### src/rtl/mem_access_unit_if.sv
// Handshake bundle between the datapath, the memory-access unit and the RAM.
// master: datapath/RAM side; slave: the memory-access unit.
interface mem_access_unit_if #(
  parameter int ADDR_W = 11
);
  logic              iReq;
  logic              iWrite;
  logic [2:0]        iFunct3;
  logic [31:0]       iAddress;
  logic [31:0]       iData;
  logic              oReady;
  logic              oFault;
  logic [31:0]       oData;
  logic [31:0]       oAddressMapped;
  logic [ADDR_W-1:0] mAddr;
  logic              mWe;
  logic [31:0]       mWdata;
  logic [31:0]       mRdata;

  modport master (
    output iReq, iWrite, iFunct3, iAddress, iData, mRdata,
    input  oReady, oFault, oData, oAddressMapped,
    input  mAddr, mWe, mWdata
  );

  modport slave (
    input  iReq, iWrite, iFunct3, iAddress, iData, mRdata,
    output oReady, oFault, oData, oAddressMapped,
    output mAddr, mWe, mWdata
  );
endinterface

### src/rtl/mem_access_unit.sv
// Multicycle load/store unit mapping .text/.data byte addresses onto one word RAM.
// Ports: clock, reset (sync, active low), bus (request side + RAM side).
module mem_access_unit #(
  parameter logic [31:0] TEXT_BASE  = 32'h0040_0000,
  parameter logic [31:0] DATA_BASE  = 32'h1001_0000,
  parameter int          TEXT_WORDS = 1024,
  parameter int          DATA_WORDS = 1024,
  parameter int          ADDR_W     = 11
) (
  input logic              clock,
  input logic              reset,
  mem_access_unit_if.slave bus
);
  typedef enum logic [2:0] {IDLE, RD, LATCH, WR, DONE} state_t;

  localparam logic [2:0] F_B  = 3'b000;
  localparam logic [2:0] F_H  = 3'b001;
  localparam logic [2:0] F_W  = 3'b010;
  localparam logic [2:0] F_BU = 3'b100;
  localparam logic [2:0] F_HU = 3'b101;

  localparam logic [31:0] TEXT_END = TEXT_BASE + 32'(4 * TEXT_WORDS);
  localparam logic [31:0] DATA_END = DATA_BASE + 32'(4 * DATA_WORDS);
  localparam logic [29:0] TEXT_W0  = TEXT_BASE[31:2];
  // data words follow the text words in RAM
  localparam logic [29:0] DATA_W0  = DATA_BASE[31:2] - 30'(TEXT_WORDS);

  state_t      state;
  logic        write_q;
  logic [2:0]  f3_q;
  logic [1:0]  lane_q;
  logic [15:0] half_q;
  logic        fault_q;

  logic        in_text, in_data, fault;
  logic        is_b, is_h, is_w, is_bu, is_hu;
  logic [29:0] word;
  logic [7:0]  byte_v;
  logic [15:0] half_v;
  logic [31:0] load_v, merge_v;

  always_comb begin
    in_text = (bus.iAddress >= TEXT_BASE) && (bus.iAddress < TEXT_END);
    in_data = (bus.iAddress >= DATA_BASE) && (bus.iAddress < DATA_END);
    word    = '0;
    if (in_text)      word = bus.iAddress[31:2] - TEXT_W0;
    else if (in_data) word = bus.iAddress[31:2] - DATA_W0;
    is_b  = bus.iFunct3 == F_B;
    is_h  = bus.iFunct3 == F_H;
    is_w  = bus.iFunct3 == F_W;
    is_bu = bus.iFunct3 == F_BU;
    is_hu = bus.iFunct3 == F_HU;
    fault = !(in_text || in_data)
          || !(is_b || is_h || is_w || is_bu || is_hu)
          || ((is_h || is_hu) && bus.iAddress[0])
          || (is_w && (bus.iAddress[1:0] != 2'b00))
          || (bus.iWrite && (is_bu || is_hu));
  end

  always_comb begin
    byte_v = bus.mRdata[7:0];
    unique case (lane_q)
      2'd0: byte_v = bus.mRdata[7:0];
      2'd1: byte_v = bus.mRdata[15:8];
      2'd2: byte_v = bus.mRdata[23:16];
      2'd3: byte_v = bus.mRdata[31:24];
    endcase
    half_v = lane_q[1] ? bus.mRdata[31:16] : bus.mRdata[15:0];
    load_v = bus.mRdata;
    unique case (1'b1)
      f3_q == F_B:  load_v = {{24{byte_v[7]}}, byte_v};
      f3_q == F_H:  load_v = {{16{half_v[15]}}, half_v};
      f3_q == F_BU: load_v = {24'd0, byte_v};
      f3_q == F_HU: load_v = {16'd0, half_v};
      default:      load_v = bus.mRdata;
    endcase
    merge_v = bus.mRdata;
    if (f3_q == F_B) begin
      unique case (lane_q)
        2'd0: merge_v[7:0]   = half_q[7:0];
        2'd1: merge_v[15:8]  = half_q[7:0];
        2'd2: merge_v[23:16] = half_q[7:0];
        2'd3: merge_v[31:24] = half_q[7:0];
      endcase
    end else if (lane_q[1]) begin
      merge_v[31:16] = half_q;
    end else begin
      merge_v[15:0] = half_q;
    end
  end

  // a WR cycle under reset must not reach the RAM
  assign bus.mWe = (state == WR) && reset;

  always_ff @(posedge clock) begin
    if (!reset) begin
      state              <= IDLE;
      write_q            <= 1'b0;
      f3_q               <= '0;
      lane_q             <= '0;
      half_q             <= '0;
      fault_q            <= 1'b0;
      bus.oReady         <= 1'b0;
      bus.oFault         <= 1'b0;
      bus.oData          <= '0;
      bus.oAddressMapped <= '0;
      bus.mAddr          <= '0;
      bus.mWdata         <= '0;
    end else begin
      bus.oReady <= 1'b0;
      bus.oFault <= 1'b0;
      unique case (state)
        IDLE: begin
          if (bus.iReq) begin
            write_q            <= bus.iWrite;
            f3_q               <= bus.iFunct3;
            lane_q             <= bus.iAddress[1:0];
            half_q             <= bus.iData[15:0];
            fault_q            <= fault;
            bus.oAddressMapped <= {word, bus.iAddress[1:0]};
            if (fault) begin
              state      <= DONE;
              bus.oReady <= 1'b1;
              bus.oFault <= 1'b1;
            end else begin
              bus.mAddr <= word[ADDR_W-1:0];
              if (bus.iWrite && is_w) begin
                bus.mWdata <= bus.iData;
                state      <= WR;
              end else begin
                state <= RD;
              end
            end
          end
        end
        RD: state <= LATCH;
        LATCH: begin
          if (write_q) begin
            bus.mWdata <= merge_v;
            state      <= WR;
          end else begin
            bus.oData  <= load_v;
            bus.oReady <= 1'b1;
            state      <= DONE;
          end
        end
        WR: begin
          bus.oReady <= 1'b1;
          state      <= DONE;
        end
        DONE: state <= IDLE;
        default: state <= IDLE;
      endcase
    end
  end
endmodule

### src/flat_wrapper.sv
// flat-port wrapper written by rule: the top's interface ports become plain ports
module mem_access_unit_flat 
#(
  parameter logic [31:0] TEXT_BASE  = 32'h0040_0000,
  parameter logic [31:0] DATA_BASE  = 32'h1001_0000,
  parameter int          TEXT_WORDS = 1024,
  parameter int          DATA_WORDS = 1024,
  parameter int          ADDR_W     = 11
)
  (clock, reset, bus_iReq, bus_iWrite, bus_iFunct3, bus_iAddress, bus_iData, bus_mRdata, bus_oReady, bus_oFault, bus_oData, bus_oAddressMapped, bus_mAddr, bus_mWe, bus_mWdata);
  mem_access_unit_if #(.ADDR_W(ADDR_W)) bus_i ();
  input logic clock;
  input logic reset;
  input wire logic [$bits(bus_i.iReq)-1:0] bus_iReq;
  input wire logic [$bits(bus_i.iWrite)-1:0] bus_iWrite;
  input wire logic [$bits(bus_i.iFunct3)-1:0] bus_iFunct3;
  input wire logic [$bits(bus_i.iAddress)-1:0] bus_iAddress;
  input wire logic [$bits(bus_i.iData)-1:0] bus_iData;
  input wire logic [$bits(bus_i.mRdata)-1:0] bus_mRdata;
  output wire logic [$bits(bus_i.oReady)-1:0] bus_oReady;
  output wire logic [$bits(bus_i.oFault)-1:0] bus_oFault;
  output wire logic [$bits(bus_i.oData)-1:0] bus_oData;
  output wire logic [$bits(bus_i.oAddressMapped)-1:0] bus_oAddressMapped;
  output wire logic [$bits(bus_i.mAddr)-1:0] bus_mAddr;
  output wire logic [$bits(bus_i.mWe)-1:0] bus_mWe;
  output wire logic [$bits(bus_i.mWdata)-1:0] bus_mWdata;
  assign bus_i.iReq = bus_iReq;
  assign bus_i.iWrite = bus_iWrite;
  assign bus_i.iFunct3 = bus_iFunct3;
  assign bus_i.iAddress = bus_iAddress;
  assign bus_i.iData = bus_iData;
  assign bus_i.mRdata = bus_mRdata;
  assign bus_oReady = bus_i.oReady;
  assign bus_oFault = bus_i.oFault;
  assign bus_oData = bus_i.oData;
  assign bus_oAddressMapped = bus_i.oAddressMapped;
  assign bus_mAddr = bus_i.mAddr;
  assign bus_mWe = bus_i.mWe;
  assign bus_mWdata = bus_i.mWdata;
  mem_access_unit #(.TEXT_BASE(TEXT_BASE), .DATA_BASE(DATA_BASE), .TEXT_WORDS(TEXT_WORDS), .DATA_WORDS(DATA_WORDS), .ADDR_W(ADDR_W)) u_core (.clock(clock), .reset(reset), .bus(bus_i));
endmodule
### config.mk
export PLATFORM = sky130hd
export DESIGN_NAME = mem_access_unit_flat
export DESIGN_NICKNAME = d
export VERILOG_FILES = /design/src/rtl/mem_access_unit_if.sv /design/src/rtl/mem_access_unit.sv /design/src/flat_wrapper.sv
export SDC_FILE = /design/constraint.sdc
export NUM_CORES = 1
export LEC_CHECK = 0
export BUFFER_PORTS_ARGS = -buffer_cell sky130_fd_sc_hd__clkbuf_2
export CAP_MARGIN = 10
export CORE_AREA = 2 2 121 123
export DETAILED_ROUTE_END_ITERATION = 8
export DIE_AREA = 0 0 123 125
export PLACE_DENSITY = 0.75
export SYNTH_ARGS = -nofsm -noshare
export SYNTH_HDL_FRONTEND = slang
export SYNTH_SLANG_ARGS = --single-unit
### constraint.sdc
create_clock -name clock -period 2.05 [get_ports clock]
set_input_delay 0.3075 -clock clock [delete_from_list [all_inputs] [get_ports clock]]
set_output_delay 0.3075 -clock clock [all_outputs]
set_load 0.01 [all_outputs]
# ---- Yosys cells after proc, flatten, opt, wreduce, memory -nomap -nowiden
# Index checks and enable logic that the tools add are counted.
dict set report op_classes {
  multipliers 0
  div 0
  eq_ne 17
  order_cmp 4
  muxes 26
  add_sub_neg 2
  bitwise_logic 2
  shifts 0
  n_reduce_logical 31
}
# op n
set ops {}
lappend ops {{$mux 32} 5}
lappend ops {{$pmux 32 s4} 1}
lappend ops {{$pmux 32 s2} 1}
lappend ops {{$mux 30} 2}
lappend ops {{$mux 16} 3}
lappend ops {{$ge 32x23->1 const B} 1}
lappend ops {{$ge 32x29->1 const B} 1}
lappend ops {{$lt 32x23->1 const B} 1}
lappend ops {{$lt 32x29->1 const B} 1}
lappend ops {{$mux 8} 4}
lappend ops {{$pmux 8 s4} 1}
lappend ops {{$sub 30x21->30 const B} 1}
lappend ops {{$sub 30x27->30 const B} 1}
lappend ops {{$eq 3x3->1 const B} 4}
lappend ops {{$pmux 3 s4} 1}
lappend ops {{$logic_or 1x1->1} 11}
lappend ops {{$eq 3x1->1 const B} 3}
lappend ops {{$eq 3x2->1 const B} 3}
lappend ops {{$logic_not 3->1} 3}
lappend ops {{$mux 3} 3}
lappend ops {{$logic_and 1x1->1} 7}
lappend ops {{$reduce_and 2->1} 3}
lappend ops {{$reduce_and 5->1} 1}
lappend ops {{$eq 2x2->1 const B} 2}
lappend ops {{other kinds (11)} 18}
dict set report totals {
  output_inout_bits 110
  reg_bits 134
  mem_bits_rw 0
  mem_bits_ro 0
  inputBits 103
  wordCells 93
  memories 0
  latchBits 0
}

# ---- Depth between registers and ports, before layout
dict set report depth {
  ltp_word 13
  mapped_depth 9
  mapped_depth_nobuf 8
}

# ---- Worst setup path before layout
# No wires, ideal clock.
dict set report synth_path {
  kind {in2reg}
  startpoint {in bus_iAddress[29]}
  endpoint {reg u_core.bus.mAddr[0]}
  n_path_buf 1
  path_stages 7
  t_required_ps 1978
  arrival_ps 2124
  slack_ps -145
  setup_time_ps 72
  cell_sequence {or4_4 > or3_4 > nor4_4 > a21oi_1 > nor3_2 > buf_6 > mux2i_1}
}
dict set report synth_between {
  elab_chain_len 10
  word_cells_on_any_way 16
  classes_between {order compare (4); mux (2); bitwise (1); reduce/logical (9)}
}
# item line
set synth_lines {}
lappend synth_lines {{start: declaration} flat_wrapper.sv:17} ;# input wire logic [$bits(bus_i.iAddress)-1:0] bus_iAddress;
lappend synth_lines {{$ge 32x23->1, or another cell as far along} mem_access_unit.sv:43} ;# in_text = (bus.iAddress >= TEXT_BASE) && (bus.iAddress < TEXT_END);
lappend synth_lines {{$logic_and 1x1->1, on equally long branches} {mem_access_unit.sv:43, mem_access_unit.sv:44}}
lappend synth_lines {{$logic_or 1x1->1} mem_access_unit.sv:53} ;# fault = !(in_text || in_data)
lappend synth_lines {{$logic_not 1->1} mem_access_unit.sv:53}
lappend synth_lines {{$logic_or 1x1->1} mem_access_unit.sv:54} ;# || !(is_b || is_h || is_w || is_bu || is_hu)
lappend synth_lines {{$logic_or 1x1->1} mem_access_unit.sv:55} ;# || ((is_h || is_hu) && bus.iAddress[0])
lappend synth_lines {{$logic_or 1x1->1} mem_access_unit.sv:56} ;# || (is_w && (bus.iAddress[1:0] != 2'b00))
lappend synth_lines {{$logic_or 1x1->1} mem_access_unit.sv:57} ;# || (bus.iWrite && (is_bu || is_hu));
lappend synth_lines {{$not 1->1 (no line)} n/a}
lappend synth_lines {{$reduce_and 3->1 (no line)} n/a}
lappend synth_lines {{end signal: assignment} mem_access_unit.sv:126} ;# bus.mAddr <= word[ADDR_W-1:0];
lappend synth_lines {{end: declaration} mem_access_unit_if.sv:29} ;# output mAddr, mWe, mWdata
# Parallel ways exist; a longest one is shown, timed or not.
# A chain may end at the register's enable or synchronous reset.

# ---- Worst setup path after layout
dict set report layout_path {
  startpoint {in bus_iAddress[29]}
  endpoint {reg u_core.bus.mWdata[21]}
}
dict set report layout_between {
  elab_chain_len 10
  word_cells_on_any_way 14
  classes_between {order compare (4); eq/ne (1); reduce/logical (9)}
}
# item line
set layout_lines {}
lappend layout_lines {{$ge 32x23->1, or another cell as far along} mem_access_unit.sv:43}
lappend layout_lines {{$logic_and 1x1->1, on equally long branches} {mem_access_unit.sv:43, mem_access_unit.sv:44}}
lappend layout_lines {{$logic_or 1x1->1 (*)} mem_access_unit.sv:53}
lappend layout_lines {{$logic_not 1->1 (*)} mem_access_unit.sv:53}
lappend layout_lines {{$logic_or 1x1->1 (*)} mem_access_unit.sv:54}
lappend layout_lines {{$logic_or 1x1->1 (*)} mem_access_unit.sv:55}
lappend layout_lines {{$logic_or 1x1->1 (*)} mem_access_unit.sv:56}
lappend layout_lines {{$logic_or 1x1->1 (*)} mem_access_unit.sv:57}
lappend layout_lines {{$ne 2x2->1 (no line) (*)} n/a}
lappend layout_lines {{$reduce_and 5->1 (no line) (*)} n/a}
lappend layout_lines {{end signal: assignment} mem_access_unit.sv:128} ;# bus.mWdata <= bus.iData;
lappend layout_lines {{end signal: assignment} mem_access_unit.sv:139} ;# bus.mWdata <= merge_v;
lappend layout_lines {{end: declaration} mem_access_unit_if.sv:29}
# Mark *: on every way between the ends. The rest lies on a longest branch, timed or not.

==> summary.txt <==
Route
  – Vias: 6777
  – First drt pass iteration count: 8
  – DR vias/cell: between 5 and 6
  – WL/cell: 16.5 um
  – DRC: 1
  – ANT nets after route: 0
  – 1st-iter DRT viols: 587
  – WL final: slightly above 20000 um

Power
  – Total power divided by cell area: 757 nW/um^2
  – Maximum vdd drop: 0.000487 V
  – Int Power: 4.92 mW
  – Leakage dissipation: 3.79 nW
  – Seq pwr share: 0.407
  – Switching power: 1.53 mW
  – Comb pwr share: 0.101
  – Clock power frac: 0.492
  – Net Sw Frac: 0.237

Die
  – Die Span Y: 125 um
  – Area of the core: 14200 um^2
  – Ports: ~210
  – Die W: ~120 um
  – # rows: 44
  – Starting Density: 0.447
  – Die Area: 15400 um^2

Timing
  – Hold_ws: about 120 ps
  – Period Utilization, post-route: 0.981
  – Headroom to the max-slew limit: 0.614
  – Pins Over Slew Limit: 0
  – Minimum clock period: a little over 2000 ps
  – Endpoints failing setup: 0
  – RSZ-0062 raised after global routing: true
  – Setup TNS: 0 ps
  – Skew final: 6.51 ps
  – Final number of hold-violating endpoints: 0
  – Worst-margin pin slew: between 500 and 600 ps
  – Fmax: 0.497 GHz

Worst hold path
  – Path type of the worst min-delay path: input pin to register
  – Hold Path Depth: 3

Final layout
  – Share of cells above drive strength 1: 0.308
  – Area growth, synth to finish: 34.2%
  – Final Cell Area: around 8500 um^2
  – NumNets Final: roughly 1100
  – Fin util: 0.600

Synthesis
  – Post-synth top area share: 0.416
  – Distinct cells, synth: 55
  – Largest area contributor in the netlist: dfxtp_1
  – Avg Cell Area, Syn: about 8 um^2
  – Post-synthesis sequential area ratio: 0.416
  – Post-synth ARST share: 0
  – Synth Flop Type: dfxtp_1
  – Post-Syn Area: 6350 um^2
  – Post-synth EDFFs: 0
  – Post-Synthesis Cells: 804
  – Yosys warns: 0
  – Post-synth top cells: nand2_1, dfxtp_1, a21oi_1, o21ai_0, clkbuf_1
  – Count leader, synth: nand2_1
  – Largest cells by area after synthesis: dfxtp_1, nand2_1, mux2i_1
  – FF+latch count, synth: 132
  – Syn_nets: 912

Critical path
  – Critical path's slowest cell: or4_4
  – Data required time of the critical path: 2350 ps
  – Startpoint Class: input pin
  – R2R cell count: 7
  – Crit. End Element: register
  – CP bufs+invs: 3
  – Critical Path AT: 2310 ps
  – CP max FO: 19
  – Delay-heaviest family, CP: simple AND/OR/NAND/NOR gates
  – Cell depth of the worst setup path: 9
  – Kind of critical path: input pin to register
  – CP peak stage delay: around 530 ps
  – Worst path cell trace: clkbuf_2 > or4_4 > or3_4 > and3b_2 > a21o_4 > o41ai_4 > buf_4 > buf_12 > mux2i_2

GRT
  – Largest net degree at the start of global routing: 105
  – First-pass GRT wire length: 31300 um
  – Grt ovf: 0
  – Initial antenna violation count: 1
  – Vias in the first global route: 6164
  – Tot GR Track Use: 0.259

Clock tree
  – Clock sink count: between 100 and 150
  – TritonCTS buffer count: 17
  – Worst-path clk slew: 60 ps
  – Hold-fix buffers, CTS: 0
  – Clock buffer depth: 2
  – Clock root cell: clkbuf_16
  – CTS tree: built
  – Clk Latency, worst-skew pair: 420 ps
  – Htree depth: 4

Job
  – Max Cap Viol: 0

Status
  – Status: finished with violations
  – Failing checks: DRC

Placement
  – # port buffers: 212
  – GP Congestion: about 0.90
  – Post-DP Area: 7870 um^2
  – Dpl hpwl: 15400 um
[worst register-to-register path: stages (launching register included)]
cell     delay [ps]
dfxtp_1         410
nor3b_2         380
a32oi_1          90
a21oi_1         250
o41ai_4         120
buf_4           180
buf_12          170
mux2i_2         160
[final timing paths]
check | slack, ps | startpoint | to
min reg2reg | 450 | u_core.bus.oData[0] | u_core.bus.oData[0]
max | 40 | bus_iAddress[29] | u_core.bus.mWdata[21]
max reg2reg | 180 | u_core.state[0] | u_core.bus.mWdata[21]
min | 120 | bus_iData[8] | u_core.half_q[8]
[sequential cells by signal (all words and copies together) (netlist names)]
name / cells
u_core.bus.mAddr: 11
u_core.bus.mWdata: 32
u_core.bus.oAddressMapped: 32
u_core.bus.oData: 32
u_core.bus.oFault: 1
u_core.bus.oReady: 1
u_core.f3_q: 3
u_core.half_q: 16
u_core.state: 3
u_core.write_q: 1
[layout make-up]
class / instances / area [um^2]
Inverter: 6 / 22.5
Antenna cell: 1 / 2.50
Timing Repair Buffer: 272 / 1550
Multi-Input combinational cell: 604 / 3450
Tap cell: 184 / 230
Clock inverter: 8 / 121
Fill cell: 1338 / 5680
Sequential cell: 132 / 2640
Clock buffer: 24 / 502
[power by group through the flow]
stage / clock, mW / sequential [mW] / combinational, mW
floorplan: 0 / 2.68 / 0.321
global placement: 0 / 2.68 / 0.635
detailed placement: 0 / 2.68 / 0.639
CTS: 3.21 / 2.63 / 0.642
global route: 3.33 / 2.63 / 0.708
finish: 3.17 / 2.63 / 0.651
[logic make-up (layout without fill, tap and decap cells)]
logic type               count (synthesis)  in the layout  synth area share
AND/OR/NAND/NOR                        307            307             0.210
flip-flops                             132            132             0.416
XOR/XNOR                                 4              4           0.00552
buffers and inverters                   68            310            0.0455
AO/OA/AOI/OAI                          236            236             0.228
multiplexers                            52             52            0.0842
other                                    0              1                 0
adder cells (fa/ha/maj)                  5              5           0.00985
[per-layer routing]
layer	GRT usage	wire length [um]
met5	0	0
met4	0.132	870
met3	0.0794	1850
met2	0.405	9360
met1	0.320	8230
[layout by cell type (no fill, tap or decap), drive strengths merged, types with 6 or more instances in the layout]
master and count:
a21oi 89, a22o 6, a22oi 7, a31oi 13
buf 61, clkbuf 235, dfxtp 132, mux2i 50
nand2 208, nand3 23, nor2 29, nor3 14
o211ai 31, o21ai 60, o221ai 14
[what timing repair did]
| item | CTS | global route |
|---|---|---|
| endpoints found under the setup margin | 0 | 6 |
| buffers inserted | 0 | 2 |
| resized for setup | 0 | 3 |
[metrics by stage]
stage	setup WS, ps	power (mW)	instances
after floorplan	-142	3.00	804
final	38.8	6.45	1231
after global placement	-258	3.32	1196
after CTS	79.5	6.48	1228
after global routing	-18.3	6.67	1231
after detailed placement	-349	3.32	1196
No activity file was read; power rests on OpenSTA's default activity.
